File: config.mk
export PLATFORM = sky130hd
export DESIGN_NAME = tof_mod_gen_mc
export DESIGN_NICKNAME = d
export VERILOG_FILES = /design/src/rtl/tof_mod_gen_mc.sv
export SDC_FILE = /design/constraint.sdc
export NUM_CORES = 1
export LEC_CHECK = 0
export ABC_AREA = 1
export CAP_MARGIN = 20
export CELL_PAD_IN_SITES_DETAIL_PLACEMENT = 1
export CELL_PAD_IN_SITES_GLOBAL_PLACEMENT = 1
export CORE_ASPECT_RATIO = 2
export CORE_UTILIZATION = 48
export CTS_BUF_LIST = sky130_fd_sc_hd__clkbuf_4 sky130_fd_sc_hd__clkbuf_8
export DETAILED_ROUTE_END_ITERATION = 8
export PLACE_DENSITY = 0.85
export SLEW_MARGIN = 15
export SYNTH_ARGS = -nofsm -noshare
export SYNTH_HDL_FRONTEND = slang
export SYNTH_SLANG_ARGS = --single-unit
export TNS_END_PERCENT = 20
File: constraint.sdc
create_clock -name CLKIN -period 17.9 [get_ports CLKIN]
set_clock_uncertainty 0.15 [all_clocks]
set_input_delay 1.79 -clock CLKIN [delete_from_list [all_inputs] [get_ports CLKIN]]
set_output_delay 1.79 -clock CLKIN [all_outputs]
set_load 0.01 [all_outputs]
File: src/rtl/tof_mod_gen_mc.sv
// -----------------------------------------------------------------------------
// tof_mod_gen_mc
// Multi-channel time-of-flight modulation generator. A shared master counter
// sets the modulation period. Each channel waits out its own start delay and
// then produces a pulse train with its own high time. Runs are either
// continuous or limited to a burst of whole periods. Period and duty can be
// reloaded during a run; the new values take effect at a master wrap, so the
// waveform changes only on a period boundary.
//
// Ports
//   CLKIN    in   1        clock, rising edge
//   RST      in   1        asynchronous active-high reset
//   VALID    in   1        run enable; low aborts to idle
//   LOAD     in   1        pulse: stage PERIOD/DUTY as pending while running
//   PERIOD   in   CW       modulation period in CLKIN cycles
//   DUTY     in   N_CH*CW  per-channel high time, channel i at [i*CW +: CW]
//   DELAY    in   N_CH*CW  per-channel start delay, channel i at [i*CW +: CW]
//   BURST    in   CW       number of periods to emit, 0 = continuous
//   CLKOUT   out  N_CH     registered modulation outputs
//   BUSY     out  1        high while running
//   DONE     out  1        one-cycle pulse at burst completion
//   CFG_ERR  out  1        sticky: a zero period was refused
//
// State table
//   state    | meaning
//   S_IDLE   | outputs low, waiting for VALID with a non-zero PERIOD
//   S_RUN    | generating; master and channel counters advance
//   S_FINISH | one cycle after the burst completes; DONE high
// -----------------------------------------------------------------------------
module tof_mod_gen_mc #(
   parameter int N_CH = 4,
   parameter int CW   = 16
) (
   input  logic               CLKIN,
   input  logic               RST,
   input  logic               VALID,
   input  logic               LOAD,
   input  logic [CW-1:0]      PERIOD,
   input  logic [N_CH*CW-1:0] DUTY,
   input  logic [N_CH*CW-1:0] DELAY,
   input  logic [CW-1:0]      BURST,
   output logic [N_CH-1:0]    CLKOUT,
   output logic               BUSY,
   output logic               DONE,
   output logic               CFG_ERR
);

   typedef enum logic [1:0] {S_IDLE, S_RUN, S_FINISH} state_t;

   localparam logic [CW-1:0] ONE = CW'(1);

   state_t                   state_q, state_d;
   logic [CW-1:0]            per_q, per_d;
   logic [CW-1:0]            mst_q, mst_d;
   logic [CW-1:0]            pcnt_q, pcnt_d;
   logic [CW-1:0]            burst_q, burst_d;
   logic [CW-1:0]            pper_q, pper_d;
   logic [N_CH-1:0][CW-1:0]  duty_q, duty_d;
   logic [N_CH-1:0][CW-1:0]  pduty_q, pduty_d;
   logic [N_CH-1:0][CW-1:0]  dly_q, dly_d;
   logic [N_CH-1:0][CW-1:0]  loc_q, loc_d;
   logic                     pend_q, pend_d;
   logic                     err_q, err_d;
   logic [N_CH-1:0]          out_q, out_d;
   logic                     wrap;
   logic [N_CH-1:0]          ch_out;

   always_ff @(posedge CLKIN or posedge RST) begin
      if (RST) begin
         state_q <= S_IDLE;
         per_q   <= '0;
         mst_q   <= '0;
         pcnt_q  <= '0;
         burst_q <= '0;
         pper_q  <= '0;
         duty_q  <= '0;
         pduty_q <= '0;
         dly_q   <= '0;
         loc_q   <= '0;
         pend_q  <= 1'b0;
         err_q   <= 1'b0;
         out_q   <= '0;
      end else begin
         state_q <= state_d;
         per_q   <= per_d;
         mst_q   <= mst_d;
         pcnt_q  <= pcnt_d;
         burst_q <= burst_d;
         pper_q  <= pper_d;
         duty_q  <= duty_d;
         pduty_q <= pduty_d;
         dly_q   <= dly_d;
         loc_q   <= loc_d;
         pend_q  <= pend_d;
         err_q   <= err_d;
         out_q   <= out_d;
      end
   end

   always_comb begin
      state_d = state_q;
      per_d   = per_q;
      mst_d   = mst_q;
      pcnt_d  = pcnt_q;
      burst_d = burst_q;
      pper_d  = pper_q;
      duty_d  = duty_q;
      pduty_d = pduty_q;
      dly_d   = dly_q;
      loc_d   = loc_q;
      pend_d  = pend_q;
      err_d   = err_q;
      out_d   = '0;

      wrap = (mst_q == per_q - ONE);

      // A channel drives high only once its delay has fully elapsed. Since the
      // local counter never exceeds PERIOD-1, DUTY>=PERIOD means always high.
      ch_out = '0;
      for (int i = 0; i < N_CH; i++) begin
         ch_out[i] = (dly_q[i] == '0) && (loc_q[i] < duty_q[i]);
      end

      case (state_q)
         S_IDLE: begin
            if (VALID) begin
               if (PERIOD != '0) begin
                  per_d   = PERIOD;
                  duty_d  = DUTY;
                  dly_d   = DELAY;
                  burst_d = BURST;
                  mst_d   = '0;
                  pcnt_d  = '0;
                  loc_d   = '0;
                  pend_d  = 1'b0;
                  err_d   = 1'b0;
                  state_d = S_RUN;
               end else begin
                  err_d = 1'b1;
               end
            end
         end

         S_RUN: begin
            if (!VALID) begin
               pend_d  = 1'b0;
               state_d = S_IDLE;
            end else begin
               out_d = ch_out;
               mst_d = wrap ? '0 : mst_q + ONE;
               for (int i = 0; i < N_CH; i++) begin
                  if (dly_q[i] != '0) begin
                     dly_d[i] = dly_q[i] - ONE;
                  end else begin
                     loc_d[i] = (loc_q[i] == per_q - ONE) ? '0 : loc_q[i] + ONE;
                  end
               end
               if (wrap) begin
                  pcnt_d = pcnt_q + ONE;
                  // Channels still in their delay already hold a zero local
                  // count, so clearing all of them keeps every active channel
                  // phase-aligned to the master after a reload.
                  if (pend_q) begin
                     per_d  = pper_q;
                     duty_d = pduty_q;
                     loc_d  = '0;
                     pend_d = 1'b0;
                  end
                  if ((burst_q != '0) && (pcnt_q + ONE == burst_q)) begin
                     out_d   = '0;
                     pend_d  = 1'b0;
                     state_d = S_FINISH;
                  end
               end
               // Evaluated after the wrap so that a LOAD coinciding with the
               // wrap is staged for the following period instead of being lost.
               if (LOAD) begin
                  if (PERIOD != '0) begin
                     pper_d  = PERIOD;
                     pduty_d = DUTY;
                     pend_d  = 1'b1;
                  end else begin
                     err_d = 1'b1;
                  end
               end
            end
         end

         S_FINISH: begin
            state_d = S_IDLE;
         end

         default: begin
            state_d = S_IDLE;
         end
      endcase
   end

   assign CLKOUT  = out_q;
   assign BUSY    = (state_q == S_RUN);
   assign DONE    = (state_q == S_FINISH);
   assign CFG_ERR = err_q;

endmodule

# Word level (Yosys, flattened, before mapping)
# Cells that the tools add are included.
word_totals:
  reg_bits: 344
  input_bits: 164
classes:
  n_addsub: 11
  n_reduce_logical: 29
  eq_ne: 21
  magnitude_cmp: 4
  n_mux: 65
ops:
  columns: ["cell", "count"]
  rows:
  - ["64-bit 2-to-1 mux", 13]
  - ["64-bit one-hot mux with 2 select lines", 3]
  - ["16-bit 2-to-1 mux", 23]
  - ["16-bit by 1-bit adder with 16-bit output (second input constant)", 6]
  - ["16-bit equality test", 6]
  - ["16-bit one-hot mux with 2 select lines", 3]
  - ["16-bit nonzero test", 6]
  - ["16-bit by 1-bit subtractor with 16-bit output (second input constant)", 5]
  - ["16-bit zero test", 4]
  - ["16-bit < comparator", 4]
  - ["5-bit AND reduction", 6]
  - ["4-bit 2-to-1 mux", 4]
  - ["2-bit by 1-bit != test with 1-bit output (second input constant)", 6]
  - ["4-bit AND reduction", 3]
  - ["1-bit 2-to-1 mux", 11]
  - ["2-bit 2-to-1 mux", 5]
  - ["2-bit != test (second input constant)", 5]
  - ["3-bit by 2-bit != test with 1-bit output (second input constant)", 2]
  - ["3-bit AND reduction", 2]
  - ["6-bit AND reduction", 1]
  - ["1-bit logical AND", 5]
  - ["1-bit one-hot mux with 2 select lines", 2]
  - ["2-bit one-hot mux with 2 select lines", 1]
  - ["2-bit by 1-bit equality test with 1-bit output (second input constant)", 1]
  - ["3 further kinds", 3]

# Depth between registers and ports, before layout
# Gate-level depths: netlist of run 1.
depth:
  depth_word: 8
  mapped_depth: 19
  mapped_depth_nobuf: 18

# Worst setup path after synthesis of run 1
# Ideal clock, no wire load.
synth_path:
  kind: "input -> register"
  start: "input port PERIOD[14]"
  end: "register loc_q[16] (netlist name)"
  setup_time_ns: 0.133
  path_buffers: 4
  arrival_time_ns: 3.322
  cell_stages: 11
  slack_ns: 14.295
  cell_sequence: "inv_1 > nand4_1 > nor2_1 > nand2_1 > nand2_1 > nand2_1 > buf_2 > buf_2 > buf_2 > clkbuf_1 > a21oi_1"
synth_via:
  elab_chain_cells: 3
synth_rtl:
  columns: ["item", "line_no", "text"]
  rows:
  - ["start: declaration", "38", "input logic [CW-1:0] PERIOD,"]
  - ["16-bit nonzero test", "127", "if (PERIOD != '0) begin"]
  - ["2-bit != test (no line)", null, null]
  - ["4-bit AND reduction (no line)", null, null]
  - ["end signal: assignment", "93", "loc_q <= loc_d;"]
  - ["end: declaration", "61", "logic [N_CH-1:0][CW-1:0] loc_q, loc_d;"]
# Every way passes these cells.
# A chain may end at the register's enable or synchronous reset.

# Final worst setup path of run 1
layout_path:
  start: "input port PERIOD[10]"
  end: "register dly_q[30] (netlist name)"
layout_via:
  elab_chain_cells: 3
layout_rtl:
  columns: ["item", "line_no", "text"]
  rows:
  - ["16-bit nonzero test", "127", null]
  - ["2-bit != test (no line)", null, null]
  - ["5-bit AND reduction (no line)", null, null]
  - ["end signal: assignment", "92", "dly_q <= dly_d;"]
  - ["end: declaration", "60", "logic [N_CH-1:0][CW-1:0] dly_q, dly_d;"]
# Every way passes these cells.

==> results.sh, run 1 <==
export IMPL_status="completed"
export IMPL_globalRouteTotalUtil_pct=34.3
export IMPL_crit_arrival_ps=6350
export IMPL_wl_per_cell_um=20.2
export IMPL_synth_cells=3045
export IMPL_clk_pin_slew_worst_paths_ps=80
export IMPL_die_w_um=151
export IMPL_worstPathRequired_ps=18320
export IMPL_maxSlewViolCount=0
export IMPL_globalplace_congestion=0.931
export IMPL_cp_end_kind="flip-flop"
export IMPL_peakVddDrop_mv=0.0750
export IMPL_drt_total_wl_mm=76.2
export IMPL_max_stage_delay_ps=790
export IMPL_grt_max_degree=167
export IMPL_power_leakage_nw=12.0
export IMPL_die_height_um=300
export IMPL_timing_final_hold_violations=0
export IMPL_num_vias=21200
export IMPL_netlist_area_mm2=0.0214
export IMPL_cp_top_family="simple AND/OR/NAND/NOR gates"
export IMPL_final_nets=3406
export IMPL_io_pins=171
export IMPL_final_setup_viol_count=0
export IMPL_grt_remaining_overflow=0
export IMPL_ys_warn_count=0
export IMPL_synth_compound_area_share_pct=12.0
export IMPL_max_freq_ghz=0.169
export IMPL_clock_sinks=344
export IMPL_antenna_found_initial=4
export IMPL_synth_top_family_by_area="simple AND/OR/NAND/NOR gates"
export IMPL_row_count=109
export IMPL_synth_edff_count=0
export IMPL_cts_hold_buf=0
export IMPL_setup_tns_ps=0
export IMPL_synth_simple_gate_area_share_pct=30.3
export IMPL_drt_vias_per_instance=5.63
export IMPL_drt_first_iter_violations=929
export IMPL_synth_seq_cells=344
export IMPL_drc=0
export IMPL_initial_core_util_pct=48.5
export IMPL_cts_max_path_buffers=3
export IMPL_crit_chain="clkdlybuf4s50_1 -> inv_1 -> nand4_1 -> nor2_1 -> nand2_1 -> nand2_1 -> nand2_4 -> buf_4 -> o21ai_1 -> inv_1 -> o21ai_0 -> o21ai_0"
export IMPL_worstSetupStartpointType="input pin"
export IMPL_first_global_vias=23100
export IMPL_min_period_ps=5930
export IMPL_maxSlewHeadroom_pct=33.0
export IMPL_dp_hpwl_mm=56.6
export IMPL_synth_fa_ha_area_share_pct=4.16
export IMPL_drt_first_pass_iters=5
export IMPL_grt_pass1_wl_mm=120
export IMPL_rsz0062_at_grt="false"
export IMPL_hold_path_class="flip-flop to flip-flop"
export IMPL_max_cap_violations=0
export IMPL_cts_root_buf="clkbuf_8"
export IMPL_clk_latency_ps=670
export IMPL_layout_area_seq_mm2=0.00861
export IMPL_muxShareOfSynthArea_pct=0.369
export IMPL_portBuffers=170
export IMPL_fin_util_pct=55.8
export IMPL_post_route_period_util_pct=33.1
export IMPL_async_flop_share_pct=100
export IMPL_fillers=5782
export IMPL_worstMarginPinSlew_ps=1000
export IMPL_synth_ff_type="dfrtp_1"
export IMPL_synthXorXnorAreaFrac_pct=3.67
export IMPL_post_cts_setup_buffers=0
export IMPL_core_region_area_mm2=0.0441
export IMPL_p_per_area_mw_per_mm2=135
export IMPL_crit_buf_inv=4
export IMPL_synthToLayoutAreaGrowth_pct=15.1
export IMPL_path_max_fanout=62
export IMPL_ys_seq_area_share_pct=40.3
export IMPL_synth_avg_cell_area_um2=7.02
export IMPL_setup_slack_ps=11970
export IMPL_synth_nets=3280
export IMPL_crit_type="input pin to flip-flop"
export IMPL_synthDistinctLibCells=45
export IMPL_crit_slowest_cell="nand2_4"
export IMPL_die_area_mm2=0.0454
export IMPL_cts_resized=0
export IMPL_final_layout_size_suffix_gt1_share_pct=4.61
export IMPL_cts_tree="built"
export IMPL_place_worst_setup_slack_ps=11360
export IMPL_final_antenna_net_count=0
export IMPL_multi_input_area_mm2=0.0108
export IMPL_htreeDepth=2
export IMPL_cts_made_buffers=53
==> layout make-up <==
| type | count | share of cell area [%] |
|---|---|---|
| flip-flops and latches | 344 | 35.0 |
| well taps | 555 | 2.82 |
| clock buffers | 80 | 4.25 |
| multi-input cells | 2192 | 43.9 |
| inverters | 397 | 6.11 |
| diodes | 4 | 0.0407 |
| clock inverters | 13 | 0.463 |
| repair buffers | 183 | 7.42 |
==> kinds of logic after synthesis <==
kind of cell    after synthesis
simple gates               1544
mux                           7
fa+ha+maj                    71
xor+xnor                     88
flops                       344
compound gates              482
buf+inv                     509
==> placed cells by master, fill, tap and decap left out, types with 18 or more instances in the layout <==
cell type / Yosys / layout
dfrtp_1: 344 / 344
nor2_1: 319 / 319
clkdlybuf4s50_1: 0 / 170
nand3_1: 265 / 264
o21ai_1: 21 / 21
a31oi_1: 18 / 18
nand4_1: 51 / 51
clkbuf_8: 0 / 71
xor2_1: 82 / 82
nor3_1: 31 / 30
ha_1: 71 / 71
o21ai_0: 203 / 203
inv_1: 396 / 394
a21oi_1: 190 / 189
nand2_1: 833 / 832
==> per-stage QoR <==
stage	cells	instance area, µm²	power, W	hold WS (ps)
after floorplan	3045	21400	0.00207	292
after global placement	3671	23400	0.00247	304
after detailed placement	3671	23400	0.00257	309
after CTS	3764	24600	0.00332	326
after global routing	3768	24600	0.00354	348
final	3768	24600	0.00331	325
==> path summary, 6_finish.rpt <==
check                                start   endpoint  slack [ps]  cells past startpoint
worst max-delay path            PERIOD[10]  dly_q[30]       11970                     12
worst min-delay path             duty_q[8]  duty_q[8]         320                      2
worst max register to register  state_q[1]  dly_q[30]       13170                     10
worst min register to register   duty_q[8]  duty_q[8]         320                      2
max in group asynchronous              RST  dly_q[17]       13680                      4
min in group asynchronous              RST  pcnt_q[3]        1540                      2
==> synthesized netlist by cell type (all sizes together) (2+ instances only) <==
| master | instances | area [µm²] |
|---|---|---|
| a211oi | 5 | 37.5 |
| a21o | 2 | 15.0 |
| a21oi | 190 | 951 |
| a22oi | 3 | 22.5 |
| a2bb2oi | 2 | 17.5 |
| a31oi | 18 | 113 |
| buf | 46 | 248 |
| clkbuf | 66 | 248 |
| dfrtp | 344 | 8610 |
| ha | 71 | 888 |
| inv | 397 | 1490 |
| mux2 | 7 | 78.8 |
| nand2 | 842 | 3190 |
| nand3 | 270 | 1380 |
| nand3b | 6 | 45.0 |
| nand4 | 51 | 319 |
| nor2 | 328 | 1270 |
| nor3 | 31 | 155 |
| nor4 | 8 | 50.1 |
| o211ai | 9 | 67.6 |
| o21ai | 224 | 1120 |
| o21bai | 3 | 22.5 |
| o221ai | 5 | 43.8 |
| o22ai | 13 | 81.3 |
| o31ai | 4 | 30.0 |
| or2 | 7 | 43.8 |
| xnor2 | 5 | 43.8 |
| xor2 | 82 | 718 |
==> where the power goes <==
part	internal [W]	switching, W	leakage (nW)
registers	0.00101	0.000201	4.27
clock network	0.000389	0.000348	0.615
logic	0.000415	0.000946	7.13
==> worst register-to-register path, stage by stage (launching register included) <==
cell,delay [ps]
dfrtp_1,430
inv_1,150
o211ai_1,160
nor2_1,200
nand2_1,610
nand2_4,790
buf_4,680
o21ai_1,490
inv_1,580
o21ai_0,210
o21ai_0,200
==> flip-flops by register name, summed over array words and instances, names as in the netlist, 64 cells and up <==
| name | count |
|---|---|
| pduty_q | 64 |
| dly_q | 64 |
| duty_q | 64 |
| loc_q | 64 |
==> metal layers <==
| metal | vias to the layer above | share of wire [%] | global-route usage, % |
|---|---|---|---|
| li1 | 10000 | - | - |
| met1 | 10500 | 35 | 33.8 |
| met2 | 483 | 54 | 64.9 |
| met3 | 258 | 3.9 | 5.14 |
| met4 | 0 | 6.6 | 21.6 |
| met5 | - | 0 | 0 |
Note: power is estimated with default switching activity, not from simulation.
==> run 2, diff against run 1 <==
--- a/config.mk
+++ b/config.mk
@@ -10,10 +10,10 @@
 export CELL_PAD_IN_SITES_DETAIL_PLACEMENT = 1
 export CELL_PAD_IN_SITES_GLOBAL_PLACEMENT = 1
 export CORE_ASPECT_RATIO = 2
-export CORE_UTILIZATION = 48
+export CORE_UTILIZATION = 44
 export CTS_BUF_LIST = sky130_fd_sc_hd__clkbuf_4 sky130_fd_sc_hd__clkbuf_8
 export DETAILED_ROUTE_END_ITERATION = 8
-export PLACE_DENSITY = 0.85
+export PLACE_DENSITY = 0.79
 export SLEW_MARGIN = 15
 export SYNTH_ARGS = -nofsm -noshare
 export SYNTH_HDL_FRONTEND = slang
==> constraint.sdc (replaced) <==
create_clock -name CLKIN -period 6.14 [get_ports CLKIN]
set_clock_uncertainty 0.15 [all_clocks]
set_input_delay 0.614 -clock CLKIN [delete_from_list [all_inputs] [get_ports CLKIN]]
set_output_delay 0.614 -clock CLKIN [all_outputs]
set_load 0.01 [all_outputs]
==> run 2 against run 1 <==
  * Non-clock buffer count up 6
  * Cell area barely moved
  * Cell count up 1.9%
  * Worst setup slack got worse by 10000 ps
  * Wire length up 2.1%
  * Critical path depth rose by 4
  * Power grew to 2.8 times the previous value
==> results.sh, run 2 (synthesized netlist as in run 1, its figures left out) <==
export IMPL_clk_pin_slew_worst_paths_ps=70
export IMPL_portBuffers=170
export IMPL_critical_path_reg2reg_startpoint="per_q[0]"
export IMPL_crit_slowest_cell="nor2_1"
export IMPL_drt_total_wl_mm=77.8
export IMPL_cts_root_buf="clkbuf_8"
export IMPL_maxSlewHeadroom_pct=26.1
export IMPL_worstMarginPinSlew_ps=1100
export IMPL_grt_max_degree=160
export IMPL_row_count=113
export IMPL_final_layout_size_suffix_gt1_share_pct=4.52
export IMPL_final_nets=3412
export IMPL_max_cap_violations=0
export IMPL_combPwrFrac_pct=41.9
export IMPL_reg2reg_depth=16
export IMPL_status="completed"
export IMPL_whs_ps=205
export IMPL_post_cts_setup_buffers=0
export IMPL_htreeDepth=2
export IMPL_peakVddDrop_mv=0.228
export IMPL_globalplace_congestion=0.968
export IMPL_antenna_found_initial=1
export IMPL_crit_buf_inv=1
export IMPL_synthToLayoutAreaGrowth_pct=15.1
export IMPL_power_frac_seq_pct=37.1
export IMPL_crit_chain="inv_4 -> nand2_2 -> nor2_1 -> nand2_1 -> nand2_1 -> nand2_1 -> nand2_1 -> nand2_1 -> nor2_1 -> nand2_1 -> nor2_2 -> nand3_4 -> nand2_4 -> nand2_4 -> nand2_1 -> nand2_1"
export IMPL_die_area_mm2=0.0495
export IMPL_cts_resized=0
export IMPL_power_leakage_nw=12.0
export IMPL_power_switching_w=0.00423
export IMPL_timing_final_hold_violations=0
export IMPL_crit_type="flip-flop to flip-flop"
export IMPL_wl_per_cell_um=20.3
export IMPL_initial_core_util_pct=44.9
export IMPL_max_stage_delay_ps=610
export IMPL_swShare_pct=44.9
export IMPL_min_period_ps=4430
export IMPL_first_global_vias=22700
export IMPL_io_pins=171
export IMPL_num_vias=21100
export IMPL_worstPathRequired_ps=6520
export IMPL_globalRouteTotalUtil_pct=32.3
export IMPL_post_route_period_util_pct=72.1
export IMPL_drt_vias_per_instance=5.49
export IMPL_die_height_um=314
export IMPL_hold_path_class="input pin to async pin"
export IMPL_dp_hpwl_mm=59.7
export IMPL_ff2ff_setup_slack_ps=1710
export IMPL_fillers=6202
export IMPL_rsz0062_at_grt="false"
export IMPL_clock_sinks=344
export IMPL_maxSlewViolCount=0
export IMPL_final_antenna_net_count=0
export IMPL_internal_power_w=0.00519
export IMPL_cp_startpoint="per_q[0]"
export IMPL_layout_common_cells="nand2_1 (832), inv_1 (394), dfrtp_1 (344)"
export IMPL_drt_first_iter_violations=1205
export IMPL_path_max_fanout=80
export IMPL_core_region_area_mm2=0.0476
export IMPL_clk_latency_ps=660
export IMPL_grt_remaining_overflow=0
export IMPL_p_per_area_mw_per_mm2=383
export IMPL_cts_tree="built"
export IMPL_die_w_um=158
export IMPL_max_freq_ghz=0.226
export IMPL_drt_first_pass_iters=5
export IMPL_cp_top_family="simple AND/OR/NAND/NOR gates"
export IMPL_drc=0
export IMPL_cp_common_cell="nand2_1"
export IMPL_grt_pass1_wl_mm=122
export IMPL_cts_hold_buf=0
export IMPL_cts_made_buffers=53
export IMPL_cp_end_kind="flip-flop"
export IMPL_final_common_cell="nand2_1"
export IMPL_timing_rr_end="duty_q[25]"
export IMPL_crit_arrival_ps=4810
export IMPL_worstSetupStartpointType="flip-flop"
export IMPL_final_setup_viol_count=0
export IMPL_cts_max_path_buffers=3
export IMPL_setup_tns_ps=0
export IMPL_clkPwrFrac_pct=21.0
==> run 2: worst max path at each step <==
| stage | to | slack [ps] | depth (start not counted) |
|---|---|---|---|
| floorplan | CFG_ERR | 770 | 1 |
| global placement | duty_q[37] | 1910 | 16 |
| detailed placement | duty_q[3] | 1780 | 16 |
| CTS | duty_q[46] | 1710 | 16 |
| global route | duty_q[0] | 1370 | 16 |
| finish | duty_q[25] | 1710 | 16 |
==> run 2: cell type report <==
class,instances,area (µm²),share of cell area (%)
Tap cell,632,791,3.21
Multi-Input combinational cell,2192,10800,43.9
Clock inverter,4,33.8,0.137
Inverter,397,1500,6.09
Timing Repair Buffer,189,1880,7.65
Sequential cell,344,8610,35.0
Clock buffer,81,990,4.02
Antenna cell,1,2.50,0.0102
==> run 2: power groups by stage <==
| stage | logic, W | clock network (W) | registers, W |
|---|---|---|---|
| after global placement | 0.00374 | 0 | 0.00348 |
| final | 0.00394 | 0.00198 | 0.00349 |
| after floorplan | 0.00270 | 0 | 0.00335 |
| after global routing | 0.00443 | 0.00211 | 0.00359 |
| after detailed placement | 0.00393 | 0 | 0.00353 |
| after CTS | 0.00396 | 0.00204 | 0.00349 |
==> run 2: per-stage QoR <==
step                instances  utilization, %  worst slack [ps]  total power, W  cell area [µm²]
floorplan                3045               -               774         0.00605            21400
global placement         3754            49.5              1910         0.00722            23600
detailed placement       3754            49.5              1780         0.00746            23600
CTS                      3839            51.6              1710         0.00949            24600
global route             3840            51.6              1370          0.0101            24600
finish                   3840            51.6              1710         0.00942            24600
==> run 2: worst register-to-register path: stages (launching register included) <==
cell and delay [ps]:
dfrtp_1 500, inv_4 150, nand2_2 90, nor2_1 610, nand2_1 170, nand2_1 160, nand2_1 240, nand2_1 160
nand2_1 90, nor2_1 130, nand2_1 90, nor2_2 130, nand3_4 220, nand2_4 400, nand2_4 580, nand2_1 340
nand2_1 80
==> run 2: metal layers <==
layer | vias to the layer above | global-route usage, % | routed length [µm]
li1 | 10000 | - | -
met1 | 10400 | 31.5 | 27100
met2 | 396 | 61.8 | 42500
met3 | 202 | 4.18 | 2440
met4 | 0 | 21.3 | 5740
met5 | - | 0 | 0
